<file path="src/rtl/io_map_pkg.sv">
// Shared definitions for Risc32 memory-mapped io peripherals.
// Holds the register offsets, the STATUS bit positions, the funct3 load/store
// size codes and the UART transmitter state type.
package io_map_pkg;

  // Byte offsets inside a 16-byte register window.
  localparam logic [3:0] OFF_TXDATA   = 4'h0;
  localparam logic [3:0] OFF_STATUS   = 4'h4;
  localparam logic [3:0] OFF_DIVISOR  = 4'h8;
  localparam logic [3:0] OFF_RESERVED = 4'hC;

  // STATUS register bit positions.
  localparam int unsigned ST_BUSY      = 0;
  localparam int unsigned ST_FULL      = 1;
  localparam int unsigned ST_EMPTY     = 2;
  localparam int unsigned ST_OVF       = 3;
  localparam int unsigned ST_COUNT_LSB = 8;

  // funct3 access size codes.
  localparam logic [2:0] F3_B  = 3'b000;
  localparam logic [2:0] F3_H  = 3'b001;
  localparam logic [2:0] F3_W  = 3'b010;
  localparam logic [2:0] F3_BU = 3'b100;
  localparam logic [2:0] F3_HU = 3'b101;

  typedef enum logic [1:0] {
    TX_IDLE,
    TX_START,
    TX_DATA,
    TX_STOP
  } tx_state_e;

  // True for byte-wide stores (signed and unsigned codes alike).
  function automatic logic is_byte_size(input logic [2:0] f3);
    case (f3)
      F3_B, F3_BU:       return 1'b1;
      F3_H, F3_HU, F3_W: return 1'b0;
      default:           return 1'b0;
    endcase
  endfunction

endpackage

</file>
<file path="src/rtl/sync_fifo.sv">
// Single-clock FIFO with free-running wrap-around pointers.
// Ports:
//   clk, rst        clock, asynchronous active-high reset (pointers to 0)
//   push, din       write request/data; ignored while full
//   pop             read request; ignored while empty
//   dout            head entry (valid while !empty)
//   full, empty     occupancy flags
//   count           number of stored entries (0..DEPTH)
module sync_fifo #(
  parameter int unsigned WIDTH = 8,
  parameter int unsigned DEPTH = 8
) (
  input  logic                     clk,
  input  logic                     rst,
  input  logic                     push,
  input  logic                     pop,
  input  logic [WIDTH-1:0]         din,
  output logic [WIDTH-1:0]         dout,
  output logic                     full,
  output logic                     empty,
  output logic [$clog2(DEPTH):0]   count
);

  localparam int unsigned AW = $clog2(DEPTH);

  if (DEPTH < 2 || DEPTH > 256 || (DEPTH & (DEPTH - 1)) != 0) begin : g_bad_depth
    $error("sync_fifo DEPTH must be a power of 2 in 2..256");
  end

  logic [WIDTH-1:0] mem [DEPTH];
  logic [AW:0]      wr_ptr;
  logic [AW:0]      rd_ptr;

  // One extra pointer bit distinguishes full from empty; subtraction wraps.
  assign count = wr_ptr - rd_ptr;
  assign full  = (count == (AW+1)'(DEPTH));
  assign empty = (wr_ptr == rd_ptr);
  assign dout  = mem[rd_ptr[AW-1:0]];

  always_ff @(posedge clk or posedge rst) begin
    if (rst) begin
      wr_ptr <= '0;
      rd_ptr <= '0;
    end else begin
      if (push && !full) begin
        wr_ptr <= wr_ptr + (AW+1)'(1);
      end
      if (pop && !empty) begin
        rd_ptr <= rd_ptr + (AW+1)'(1);
      end
    end
  end

  always_ff @(posedge clk) begin
    if (push && !full) begin
      mem[wr_ptr[AW-1:0]] <= din;
    end
  end

endmodule

</file>
<file path="src/rtl/io_uart_tx.sv">
// Memory-mapped 8N1 UART transmitter for the Risc32 io bus.
// Registers (word aligned, BASE_ADDR + offset):
//   0x0 TXDATA  W   push byte into TX FIFO (reads 0)
//   0x4 STATUS  R   {count[15:8], ovf[3], empty[2], full[1], busy[0]}; read clears ovf
//   0x8 DIVISOR R/W clock cycles per bit (0 behaves as 1)
//   0xC reserved
// Ports:
//   clk, rst                 clock, asynchronous active-high reset
//   io_address               byte address from core
//   io_write_value           store data
//   io_write_en              store strobe (edge sampled)
//   io_read_en               load strobe (combinational)
//   io_data_size             funct3 access size
//   io_read_value            register read data, 0 when not selected
//   sel                      address hits the register window
//   uart_tx                  serial line, idle high
module io_uart_tx
  import io_map_pkg::*;
#(
  parameter logic [31:0] BASE_ADDR   = 32'h0000_1000,
  parameter int unsigned FIFO_DEPTH  = 8,
  parameter logic [15:0] DEFAULT_DIV = 16'd434
) (
  input  logic        clk,
  input  logic        rst,
  input  logic [31:0] io_address,
  input  logic [31:0] io_write_value,
  input  logic        io_write_en,
  input  logic        io_read_en,
  input  logic [2:0]  io_data_size,
  output logic [31:0] io_read_value,
  output logic        sel,
  output logic        uart_tx
);

  localparam int unsigned CW = $clog2(FIFO_DEPTH) + 1;

  // Address decode
  logic [3:0] offset;
  logic       reg_wr;
  logic       push;
  logic       status_rd;

  assign sel       = (io_address[31:4] == BASE_ADDR[31:4]) && (io_address[1:0] == 2'b00);
  assign offset    = {io_address[3:2], 2'b00};
  assign reg_wr    = io_write_en && sel;
  assign push      = reg_wr && (offset == OFF_TXDATA);
  assign status_rd = io_read_en && sel && (offset == OFF_STATUS);

  // Only the low half-word of store data is ever consumed.
  logic unused_wdata;
  assign unused_wdata = ^io_write_value[31:16];

  // TX FIFO
  logic          fifo_pop;
  logic [7:0]    fifo_dout;
  logic          fifo_full;
  logic          fifo_empty;
  logic [CW-1:0] fifo_count;

  sync_fifo #(
    .WIDTH (8),
    .DEPTH (FIFO_DEPTH)
  ) u_fifo (
    .clk   (clk),
    .rst   (rst),
    .push  (push),
    .pop   (fifo_pop),
    .din   (io_write_value[7:0]),
    .dout  (fifo_dout),
    .full  (fifo_full),
    .empty (fifo_empty),
    .count (fifo_count)
  );

  // Divisor and sticky overflow
  logic [15:0] divisor;
  logic        overflow;
  logic        ovf_event;
  logic [15:0] div_reload;

  assign ovf_event  = push && fifo_full;
  assign div_reload = (divisor == '0) ? '0 : divisor - 16'd1;

  always_ff @(posedge clk or posedge rst) begin
    if (rst) begin
      divisor  <= DEFAULT_DIV;
      overflow <= 1'b0;
    end else begin
      if (reg_wr && (offset == OFF_DIVISOR)) begin
        if (is_byte_size(io_data_size)) begin
          divisor[7:0] <= io_write_value[7:0];
        end else begin
          divisor <= io_write_value[15:0];
        end
      end
      // A drop in the same cycle as a STATUS read keeps the flag set.
      if (ovf_event) begin
        overflow <= 1'b1;
      end else if (status_rd) begin
        overflow <= 1'b0;
      end
    end
  end

  // Serialiser FSM
  tx_state_e   state_q, state_d;
  logic [7:0]  shreg_q, shreg_d;
  logic [2:0]  bit_q, bit_d;
  logic [15:0] baud_q, baud_d;
  logic        tx_d;

  // Each bit reloads the counter from the live divisor, so a divisor write
  // only takes effect at the next bit boundary.
  always_comb begin
    state_d  = state_q;
    shreg_d  = shreg_q;
    bit_d    = bit_q;
    baud_d   = baud_q;
    fifo_pop = 1'b0;
    case (state_q)
      TX_IDLE: begin
        if (!fifo_empty) begin
          fifo_pop = 1'b1;
          shreg_d  = fifo_dout;
          bit_d    = '0;
          baud_d   = div_reload;
          state_d  = TX_START;
        end
      end
      TX_START: begin
        if (baud_q == '0) begin
          baud_d  = div_reload;
          state_d = TX_DATA;
        end else begin
          baud_d = baud_q - 16'd1;
        end
      end
      TX_DATA: begin
        if (baud_q == '0) begin
          baud_d = div_reload;
          if (bit_q == 3'd7) begin
            state_d = TX_STOP;
          end else begin
            bit_d   = bit_q + 3'd1;
            shreg_d = {1'b0, shreg_q[7:1]};
          end
        end else begin
          baud_d = baud_q - 16'd1;
        end
      end
      TX_STOP: begin
        if (baud_q == '0) begin
          baud_d  = '0;
          state_d = TX_IDLE;
        end else begin
          baud_d = baud_q - 16'd1;
        end
      end
      default: begin
        state_d = TX_IDLE;
      end
    endcase

    // Line level is registered from the next state to keep uart_tx glitch-free.
    case (state_d)
      TX_START: tx_d = 1'b0;
      TX_DATA:  tx_d = shreg_d[0];
      default:  tx_d = 1'b1;
    endcase
  end

  always_ff @(posedge clk or posedge rst) begin
    if (rst) begin
      state_q <= TX_IDLE;
      shreg_q <= '0;
      bit_q   <= '0;
      baud_q  <= '0;
      uart_tx <= 1'b1;
    end else begin
      state_q <= state_d;
      shreg_q <= shreg_d;
      bit_q   <= bit_d;
      baud_q  <= baud_d;
      uart_tx <= tx_d;
    end
  end

  // Register read
  logic [8:0]  count_ext;
  logic [31:0] status_word;

  assign count_ext = 9'(fifo_count);

  always_comb begin
    status_word                           = '0;
    status_word[ST_BUSY]                  = (state_q != TX_IDLE);
    status_word[ST_FULL]                  = fifo_full;
    status_word[ST_EMPTY]                 = fifo_empty;
    status_word[ST_OVF]                   = overflow;
    status_word[ST_COUNT_LSB +: 8]        = count_ext[8] ? 8'hFF : count_ext[7:0];
  end

  always_comb begin
    io_read_value = '0;
    if (sel && io_read_en) begin
      case (offset)
        OFF_STATUS:   io_read_value = status_word;
        OFF_DIVISOR:  io_read_value = {16'b0, divisor};
        OFF_RESERVED: io_read_value = '0;
        default:      io_read_value = '0;
      endcase
    end
  end

endmodule

</file>
<file path="config.mk">
export PLATFORM = sky130hd
export DESIGN_NAME = io_uart_tx
export DESIGN_NICKNAME = d
export VERILOG_FILES = /design/src/rtl/io_map_pkg.sv /design/src/rtl/sync_fifo.sv /design/src/rtl/io_uart_tx.sv
export SDC_FILE = /design/constraint.sdc
export NUM_CORES = 1
export LEC_CHECK = 0
export BUFFER_PORTS_ARGS = -buffer_cell sky130_fd_sc_hd__buf_2
export CELL_PAD_IN_SITES_DETAIL_PLACEMENT = 0
export CELL_PAD_IN_SITES_GLOBAL_PLACEMENT = 1
export CORE_MARGIN = 2
export CORE_UTILIZATION = 45
export CTS_CLUSTER_SIZE = 16
export DETAILED_ROUTE_END_ITERATION = 10
export HOLD_SLACK_MARGIN = 0.12
export PLACE_DENSITY_LB_ADDON = 0.25
export SLEW_MARGIN = 40
export SYNTH_ARGS = -nofsm -noshare
export SYNTH_HDL_FRONTEND = slang
export SYNTH_HIERARCHICAL = 1
export SYNTH_SLANG_ARGS = --single-unit
</file>
<file path="constraint.sdc">
create_clock -name clk -period 5.93 [get_ports clk]
set_input_delay 0 -clock clk [delete_from_list [all_inputs] [get_ports clk]]
set_output_delay 0 -clock clk [all_outputs]
set_load 0.005 [all_outputs]
</file>
==> results of run 1 <==
## repair_timing
action                    CTS  global route
resized for setup           0             0
hold buffers               20             0
hold endpoints to repair  136             0
## layout by cell type, fill, tap and decap left out, types with 17 or more instances in the layout
cell / Yosys / routed
nand2_1: 53 / 53
buf_2: 5 / 71
inv_1: 24 / 23
edfxtp_1: 64 / 64
dlygate4sd3_1: 0 / 20
nor2_1: 25 / 24
nor4_1: 20 / 19
nor3_1: 17 / 17
ha_1: 18 / 18
dfrtp_1: 49 / 48
clkbuf_16: 0 / 17
## per-stage QoR
stage | util | area [µm²] | std cells
6_report | 0.5493 | 7536 | 812
5_1_grt | 0.5493 | 7536 | 812
4_1_cts | 0.5489 | 7531 | 812
3_5_place_dp | 0.4938 | 6775 | 760
3_3_place_gp | 0.4935 | 6770 | 760
2_1_floorplan | - | 6321 | 538
## cells in the mapped netlist, drive strengths merged (13+ instances only)
cell / number / area [µm²]
dfrtp: 49 / 1226
mux2: 23 / 262.8
buf: 23 / 156.4
nor2: 25 / 93.84
mux4: 16 / 360.4
clkbuf: 17 / 63.81
ha: 18 / 225.2
a21oi: 16 / 83.83
xnor2: 13 / 113.9
nand2: 53 / 198.9
inv: 25 / 93.84
nor4: 23 / 171.4
nor3: 20 / 121.4
edfxtp: 64 / 1922
## routing by layer
metal / wire length (µm) / track usage / part of all wire / vias to the layer above
li1: - / - / - / 2131
met1: 6226 / 0.2585 / 0.46 / 2199
met2: 6663 / 0.3167 / 0.49 / 121
met3: 574 / 0.04494 / 0.042 / 18
met4: 174 / 0.08405 / 0.013 / 0
met5: 0 / 0 / 0 / -
## worst register-to-register path, delay by kind of cell, from the launching register on
| kind | cells | cell delay, ns |
|---|---|---|
| fa+ha+maj | 1 | 0.46 |
| compound gates | 2 | 0.47 |
| buf+inv | 2 | 0.61 |
| flops | 1 | 0.62 |
| simple gates | 4 | 0.93 |
## power by group through the flow
| stage | clock [mW] | sequential (mW) | combinational (mW) |
|---|---|---|---|
| detailed placement | 0 | 0.892 | 0.0743 |
| global placement | 0 | 0.892 | 0.0730 |
| floorplan | 0 | 0.892 | 0.0463 |
| CTS | 0.971 | 0.876 | 0.0841 |
| global route | 1.01 | 0.876 | 0.0935 |
| finish | 0.949 | 0.876 | 0.0840 |
## path summary, 6_finish.rpt
path                                    end  slack (ns)  depth (start not counted)
setup / recovery           io_read_value[1]        2.64                          8
max in group asynchronous  u_fifo/rd_ptr[1]        5.00                          4
hold reg to reg                  shreg_q[1]        0.49                          1
hold / removal                     overflow        0.14                          6
min in group asynchronous        divisor[3]        0.24                          3
setup reg to reg                  baud_q[4]        2.75                          9
## flip-flops by register name, indices dropped and copies added (netlist names)
name and cells:
u_fifo/rd_ptr 4, overflow 1, divisor 16, bit_q 3
baud_q 16, uart_tx 1, u_fifo/wr_ptr 4, state_q 2
shreg_q 8, u_fifo/mem 64
## logic make-up after synthesis
logic type	synth area share
XOR/XNOR	0.02796
AO/OA/AOI/OAI	0.09966
buffers and inverters	0.05073
adder cells (fa/ha/maj)	0.03915
multiplexers	0.1059
flip-flops	0.5277
other	0.0005986
AND/OR/NAND/NOR	0.1484
## cell type report
type / instances / area share
Clock buffer: 17 / 0.05645
Clock inverter: 15 / 0.01727
Sequential cell: 119 / 0.4388
Tap cell: 180 / 0.02989
Multi-Input combinational cell: 353 / 0.3596
Inverter: 26 / 0.01328
Timing Repair Buffer: 102 / 0.08468
==> out/qor.csv, run 1 <==
stage,metric,value,unit
status,status,finished clean,
cts,H-tree levels,4,
critical_path,cells along the critical path,clkinv_1 > ha_1 > xor2_1 > or3_4 > nor3_4 > a22oi_1 > nor2_1 > buf_2,
critical_path,Worst path slowest cell,dfrtp_1,
route,initial DRC count,260,
floorplan,Die Ht,122.0,µm
yosys,syn avg cell area,11.98,µm²
route,Detailed Routing Iterations Pass 1,4,
yosys,YS warnings,6,
hold_path,worst min path class,in -> reg,
critical_path,CP max FO,11,
cts,CTS tree,built,
yosys,Synth cell types,74,
route,via count,4469,
finish,P&R area growth vs syn,20.29,%
hold_path,Hold Path Origin,io_address[26],
cts,clock buffer depth,2,
cts,postcts setup bufs,0,
finish,Antenna Cells,0,
critical_path,Critical Path Source,u_fifo/rd_ptr[2],
power_and_ir_drop,combinational share of power,0.044,
power_and_ir_drop,worst vdd ir,0.1865,mV
finish,ratio of cells with drive above 1 in the final layout,0.2579,
sta,worst setup margin,2.637,ns
yosys,Syn Inst Count,523,
global_route,overflow left after global routing,0,
power_and_ir_drop,PnR Total Power,1.909,mW
floorplan,Rows,43,
sta,final period utilization,0.5554,
sta,# setup viols final,0,
floorplan,die area,14880,µm²
critical_path,r2r startpoint,u_fifo/rd_ptr[2],
critical_path,WP buf/inv,2,
yosys,sequential-to-total area share from yosys stat,0.5277,
route,number of remaining DRC errors,0,
cts,Clock Latency Late Sink,0.42,ns
floorplan,Die Width,122.0,µm
power_and_ir_drop,Flop pwr share,0.459,
placement,gpl congestion,0.7998,
global_route,initial antenna violation count,0,
critical_path,Crit path max-delay family,simple AND/OR/NAND/NOR gates,
finish,net count reported at finish,709,
global_route,GRT Overall Usage,0.1975,
cts,"Reg clk slew, reported paths",0.05,ns
global_route,number of global-route vias before repair,4461,
route,ANT nets after route,0,
sta,unrepaired setup endpoints after global routing,no,
route,Detailed Route WL,13640,µm
route,WL/cell,16.80,µm
sta,Worst Tran Pin Value,0.7330,ns
power_and_ir_drop,switching power,427.4,µW
placement,port bufs,71,
critical_path,Critical Path RT,5.93,ns
sta,Slew headroom,0.5075,
placement,Place WS,2.615,ns
sta,Clock Skews,0.009909,ns
sta,Max Slew Vio Count,0,
yosys,Post-synth EDFFs,64,
sta,final worst path period need,3.293,ns
sta,highest clock rate,303.6,MHz
finish,Fillers,1170,
finish,footprint of the multi-input gates,2710,µm²
route,Via density,5.504,
yosys,Main synth FF type,edfxtp_1,
yosys,Synth Register Bits,119,
yosys,Post-synth ARST share,0.4622,
placement,DP Wirelength,9639,µm
cts,CTS buffer count,17,
critical_path,Setup CP Type,reg -> out,
critical_path,Worst Path Arrival,3.29,ns
power_and_ir_drop,sw frac,0.2238,
sta,Setup TNS,0,ns
global_route,global-route wire length before repair,22140,µm
critical_path,Critical Path Sink Type,output pin,
power_and_ir_drop,Int Power,1.482,mW
global_route,pin count of the biggest net entering global routing,48,
cts,Clock Sinks,119,
floorplan,core footprint,13720,µm²
finish,Sequential Area,3307,µm²
floorplan,I/O pin total,105,
sta,Hold Fails Final Rpt,0,
sta,hold slack,0.1357,ns
critical_path,Worst setup SP type,register,
floorplan,Initial Util,0.4566,
yosys,Mapped Area,6265,µm²
power_and_ir_drop,clock share of power,0.497,
cts,clk root buf,clkbuf_16,
critical_path,"slowest stage delay, CP",0.62,ns
power_and_ir_drop,Static Leakage,3.212,nW
flow_run,Max Cap Violations,0,
power_and_ir_drop,pwr dens,253.4,nW/µm²
Power figures use the tool's default switching activity.
==> run 2, diff against run 1 <==
- CORE_UTILIZATION: 45 -> 41
- clock period: 5.93 -> 2.75 ns (I/O delays scaled with it)
==> run 2 against run 1 <==
Against the previous run:
- combinational power is 130% higher
- sequential power is 120% higher
- clock-buffer cell count stayed put
- highest routed layer unchanged
- routed wire length is 8.3% higher
- critical path depth is 2 higher
- flip-flop and latch count stayed put
- design area is 3.0% higher
- largest cell class unchanged
- non-clock buffer count is 21 higher
- hold slack better by 0.0098 ns
- clock power is 110% higher
- largest power group unchanged
==> out/qor.csv, run 2 (synthesized netlist as in run 1, its figures left out) <==
stage,metric,value,unit
power_and_ir_drop,switching power,902.6,µW
finish,most frequent cells in the layout,"buf_2, edfxtp_1, nand2_1",
sta,final period utilization,0.9426,
floorplan,Rows,45,
sta,# setup viols final,0,
hold_path,Hold Path Origin,io_write_en,
route,WL/cell,17.57,µm
global_route,pin count of the biggest net entering global routing,29,
finish,net count reported at finish,730,
power_and_ir_drop,clock share of power,0.491,
power_and_ir_drop,Flop pwr share,0.462,
cts,H-tree levels,4,
cts,CTS tree,built,
critical_path,Setup CP Type,reg -> out,
power_and_ir_drop,worst vdd ir,0.4454,mV
power_and_ir_drop,combinational share of power,0.047,
finish,max reg flops,64,
power_and_ir_drop,Static Leakage,3.312,nW
sta,highest clock rate,385.8,MHz
finish,Finished Layout Cells,841,
critical_path,cells along the critical path,inv_1 > ha_1 > inv_1 > fa_2 > or3_4 > nor3_4 > buf_4 > a22oi_1 > nor2_1 > buf_2,
critical_path,Worst path most repeated cell,inv_1,
critical_path,CP max FO,3,
critical_path,Crit path max-delay family,simple AND/OR/NAND/NOR gates,
critical_path,r2r startpoint,u_fifo/wr_ptr[0],
critical_path,Worst path slowest cell,fa_2,
route,initial DRC count,271,
route,via count,4531,
floorplan,Initial Util,0.4152,
critical_path,Worst Path Arrival,2.59,ns
hold_path,Hold Path Sink,divisor[0],
critical_path,Critical Path Sink Type,output pin,
cts,Clock Sinks,119,
route,Detailed Route WL,14780,µm
floorplan,Die Ht,127.6,µm
cts,clock buffer depth,2,
placement,Post-Place Cells,788,
finish,"commonest non-fill, non-tap cell in the layout",buf_2,
placement,gpl congestion,0.9134,
route,Via density,5.388,
floorplan,core footprint,15090,µm²
sta,Slew headroom,0.5305,
placement,placed inst area,7012,µm²
sta,Max Slew Vio Count,0,
critical_path,Worst R2R End,u_fifo/mem[0][2],
cts,Clock Latency Late Sink,0.41,ns
power_and_ir_drop,PnR Total Power,4.090,mW
sta,Worst Tran Pin Value,0.7025,ns
hold_path,Hold Path Stages,5,
cts,CTS buffer count,17,
finish,fin area,7760,µm²
flow_run,Max Cap Violations,0,
sta,hold slack,0.1455,ns
sta,unrepaired setup endpoints after global routing,no,
critical_path,Critical Path RT,2.75,ns
global_route,GRT Overall Usage,0.1914,
finish,P&R area growth vs syn,23.87,%
cts,"Reg clk slew, reported paths",0.05,ns
placement,port bufs,71,
hold_path,worst min path class,in -> reg,
placement,DP Wirelength,10660,µm
route,Detailed Routing Iterations Pass 1,5,
placement,Place WS,0.06741,ns
sta,Clock Skews,0.005354,ns
status,status,finished clean,
critical_path,Worst setup SP type,register,
finish,ratio of cells with drive above 1 in the final layout,0.2879,
global_route,initial antenna violation count,0,
sta,Hold Fails Final Rpt,0,
power_and_ir_drop,pwr dens,527.1,nW/µm²
route,number of remaining DRC errors,0,
power_and_ir_drop,sw frac,0.2207,
critical_path,R2R cell count,9,
critical_path,"reg-to-reg slack, setup",0.20,ns
floorplan,die area,16280,µm²
cts,clk root buf,clkbuf_16,
finish,final core utilization,0.5143,
global_route,overflow left after global routing,0,
floorplan,I/O pin total,105,
sta,worst setup margin,0.1580,ns
critical_path,"slowest stage delay, CP",0.45,ns
route,ANT nets after route,0,
finish,Antenna Cells,0,
finish,Fillers,1309,
global_route,global-route wire length before repair,23890,µm
power_and_ir_drop,Int Power,3.187,mW
sta,Setup TNS,0,ns
floorplan,Die Width,127.6,µm
global_route,number of global-route vias before repair,4532,
sta,final worst path period need,2.592,ns
critical_path,WP buf/inv,4,
==> run 2: worst max path at each step <==
stage | startpoint | to | slack (ns) | cells after the start
2_1_floorplan | u_fifo/rd_ptr[1] | u_fifo/mem[1][0] | -0.08 | 8
3_3_place_gp | u_fifo/wr_ptr[0] | u_fifo/mem[0][6] | 0.13 | 8
3_5_place_dp | u_fifo/wr_ptr[0] | u_fifo/mem[2][5] | 0.07 | 10
4_1_cts | u_fifo/wr_ptr[0] | io_read_value[1] | 0.11 | 11
5_1_grt | u_fifo/wr_ptr[0] | io_read_value[1] | 0.002 | 10
6_report | u_fifo/wr_ptr[0] | io_read_value[1] | 0.16 | 10
==> run 2: layout make-up <==
type                    count  area, µm²  area share
multi-input cells         353       2788      0.3592
repair buffers            123      795.8      0.1025
well taps                 188      235.2     0.03031
inverters                  26      97.59     0.01258
clock buffers              17      425.4     0.05482
flip-flops and latches    119       3306      0.4260
clock inverters            15      112.6     0.01451
==> run 2: routing by layer <==
metal	global-route usage	part of all wire
met2	0.3177	0.49
met4	0.05624	0.013
met5	0	0
met3	0.04146	0.046
met1	0.2538	0.45
==> run 2: power by group through the flow <==
stage | logic, mW | registers (mW) | clock network, mW
final | 0.192 | 1.89 | 2.01
after global routing | 0.215 | 1.89 | 2.12
after CTS | 0.194 | 1.89 | 2.04
after detailed placement | 0.172 | 1.92 | 0
after global placement | 0.168 | 1.92 | 0
after floorplan | 0.0999 | 1.92 | 0
==> run 2: timing repair <==
item                                    4_1_cts  5_1_grt
resized for setup                             0        1
hold endpoints to repair                    116        0
gates cloned                                  0        0
endpoints found under the setup margin        1        1
buffers inserted                              1        0
pin swaps                                     1        1
hold buffers                                 20        0
==> run 2: worst min-delay path, stage by stage <==
cell and delay, ns:
buf_2 0.11, inv_1 0.06, nor4_2 0.04, buf_4 0.17, o21ai_0 0.14
==> run 3, diff against run 2 <==
- CORE_UTILIZATION: 41 -> 25
==> run 3 against run 2 <==
Against the previous run:
- power up 6.1%
- highest routed layer unchanged
- routed wire length up 9.1%
- via count up 1.9%
- maximum frequency decreased by 0.94%
- non-clock buffer count up 11
- final cell count grew 17%
- largest cell class unchanged
- hold slack improved by 0.011 ns
- sequential share of layout area is 1.7 points lower
- worst setup slack lost 0.025 ns
- design area increased by 4.2%
- first-iteration DRC count fell by 31%
==> out/qor.csv, run 3 (synthesized netlist as in run 1, its figures left out) <==
stage,metric,value,unit
status,status,finished clean,
critical_path,Critical Path RT,2.80,ns
placement,Post-Place Cells,935,
cts,Clock Latency Late Sink,0.42,ns
sta,worst setup margin,0.1333,ns
placement,gpl congestion,0.8393,
route,initial DRC count,187,
global_route,number of global-route vias before repair,4723,
cts,CTS buffer count,17,
global_route,GRT Overall Usage,0.1267,
critical_path,Critical Path Source,u_fifo/wr_ptr[0],
finish,most frequent cells in the layout,"buf_2, edfxtp_1, nand2_1",
sta,highest clock rate,382.2,MHz
critical_path,Worst Path Arrival,2.66,ns
finish,P&R area growth vs syn,29.06,%
sta,Worst Tran Pin Value,0.8261,ns
global_route,pin count of the biggest net entering global routing,27,
sta,unrepaired setup endpoints after global routing,no,
flow_run,Max Cap Violations,0,
placement,port bufs,71,
hold_path,Hold Path Origin,io_write_en,
finish,net count reported at finish,741,
cts,Clock Sinks,119,
cts,"Reg clk slew, reported paths",0.06,ns
placement,placed inst area,7256,µm²
finish,"commonest non-fill, non-tap cell in the layout",buf_2,
sta,final period utilization,0.9515,
global_route,overflow left after global routing,0,
route,Detailed Route WL,16110,µm
route,Via density,4.671,
critical_path,Critical Path Sink Type,register,
floorplan,Die Width,162.3,µm
critical_path,r2r startpoint,u_fifo/wr_ptr[0],
route,number of remaining DRC errors,0,
route,WL/cell,16.31,µm
hold_path,worst min path class,in -> reg,
floorplan,Rows,57,
global_route,global-route wire length before repair,25460,µm
sta,Slew headroom,0.4479,
cts,clock buffer depth,2,
finish,max reg flops,64,
route,ANT nets after route,0,
sta,hold slack,0.1563,ns
finish,Finished Layout Cells,988,
floorplan,core footprint,24460,µm²
cts,clk root buf,clkbuf_16,
floorplan,Initial Util,0.2561,
sta,Hold Fails Final Rpt,0,
placement,Place WS,0.01680,ns
critical_path,Setup CP Type,reg -> reg,
floorplan,Die Ht,162.3,µm
global_route,initial antenna violation count,0,
sta,# setup viols final,0,
route,Detailed Routing Iterations Pass 1,5,
critical_path,CP max FO,8,
finish,fin area,8085,µm²
floorplan,die area,26340,µm²
power_and_ir_drop,Static Leakage,3.405,nW
route,via count,4615,
cts,H-tree levels,4,
power_and_ir_drop,pwr dens,536.6,nW/µm²
sta,Max Slew Vio Count,0,
placement,DP Wirelength,11960,µm
power_and_ir_drop,worst vdd ir,0.4079,mV
finish,ratio of cells with drive above 1 in the final layout,0.3042,
critical_path,Worst setup SP type,register,
finish,Antenna Cells,0,
sta,final worst path period need,2.617,ns
cts,CTS tree,built,
floorplan,I/O pin total,105,
sta,Clock Skews,0.009743,ns
-- run 3: changes by cell type in the layout (fill, tap and decap cells not counted) --
cell / delta
buf_4: +10
buf_6: +1
bufinv_16: +2
clkbuf_1: +1
clkinv_1: -3
clkinv_2: -3
clkinv_4: +4
clkinvlp_4: -2
fa_1: +1
fa_2: -1
inv_6: +1
nor2_1: -2
nor2_2: +2
-- run 3: worst paths after layout --
path                       cells past startpoint               end  slack (ns)
max reg2reg                                    9  u_fifo/mem[4][4]        0.13
min                                            5        divisor[0]        0.16
min reg2reg                                    1        shreg_q[5]        0.51
max in group asynchronous                      4           uart_tx        1.74
max                                            9  u_fifo/mem[4][4]        0.13
min in group asynchronous                      3          overflow        0.21
-- run 3: what timing repair did --
item,in CTS,in global routing
endpoints found under the hold margin,114,0
pin swaps,1,1
hold buffers,20,0
buffers inserted,1,0
gates cloned,0,0
endpoints found under the setup margin,8,12
gates resized for setup,2,2
-- run 3: cell type report --
| cell class | instances | area (µm²) |
|---|---|---|
| multi-input cells | 353 | 2790 |
| clock inverters | 14 | 175.2 |
| inverters | 26 | 97.59 |
| repair buffers | 134 | 882.1 |
| clock buffers | 18 | 429.2 |
| well taps | 324 | 405.4 |
| fillers | 2430 | 16380 |
| flip-flops and latches | 119 | 3306 |
-- run 3: power by group --
group,internal [mW],leakage (nW),switching (mW)
combinational,0.0799,1.80,0.117
sequential,1.89,1.32,0.00274
clock,1.43,0.288,0.823
-- run 3: through the flow --
stage / setup TNS (ns) / util / power [mW]
6_report: 0 / 0.3305 / 4.339
3_5_place_dp: 0 / 0.2966 / 2.101
2_1_floorplan: -2.832 / - / 2.024
5_1_grt: 0 / 0.3305 / 4.498
3_3_place_gp: 0 / 0.2953 / 2.099
4_1_cts: 0 / 0.3303 / 4.399
-- run 3: per-layer routing --
layer,part of all wire,up-vias,global-route usage
met2,0.50,142,0.2149
met4,0.014,0,0.03862
met3,0.045,19,0.02886
li1,-,2192,-
met1,0.44,2262,0.1612
met5,0,-,0
-- run 3: worst max-delay path, stage by stage (launching register included) --
cell,delay [ns]
dfrtp_1,0.37
inv_1,0.07
ha_1,0.17
inv_1,0.06
fa_1,0.39
xor2_1,0.23
or3_4,0.18
nor3_4,0.04
buf_4,0.18
nor4_4,0.55
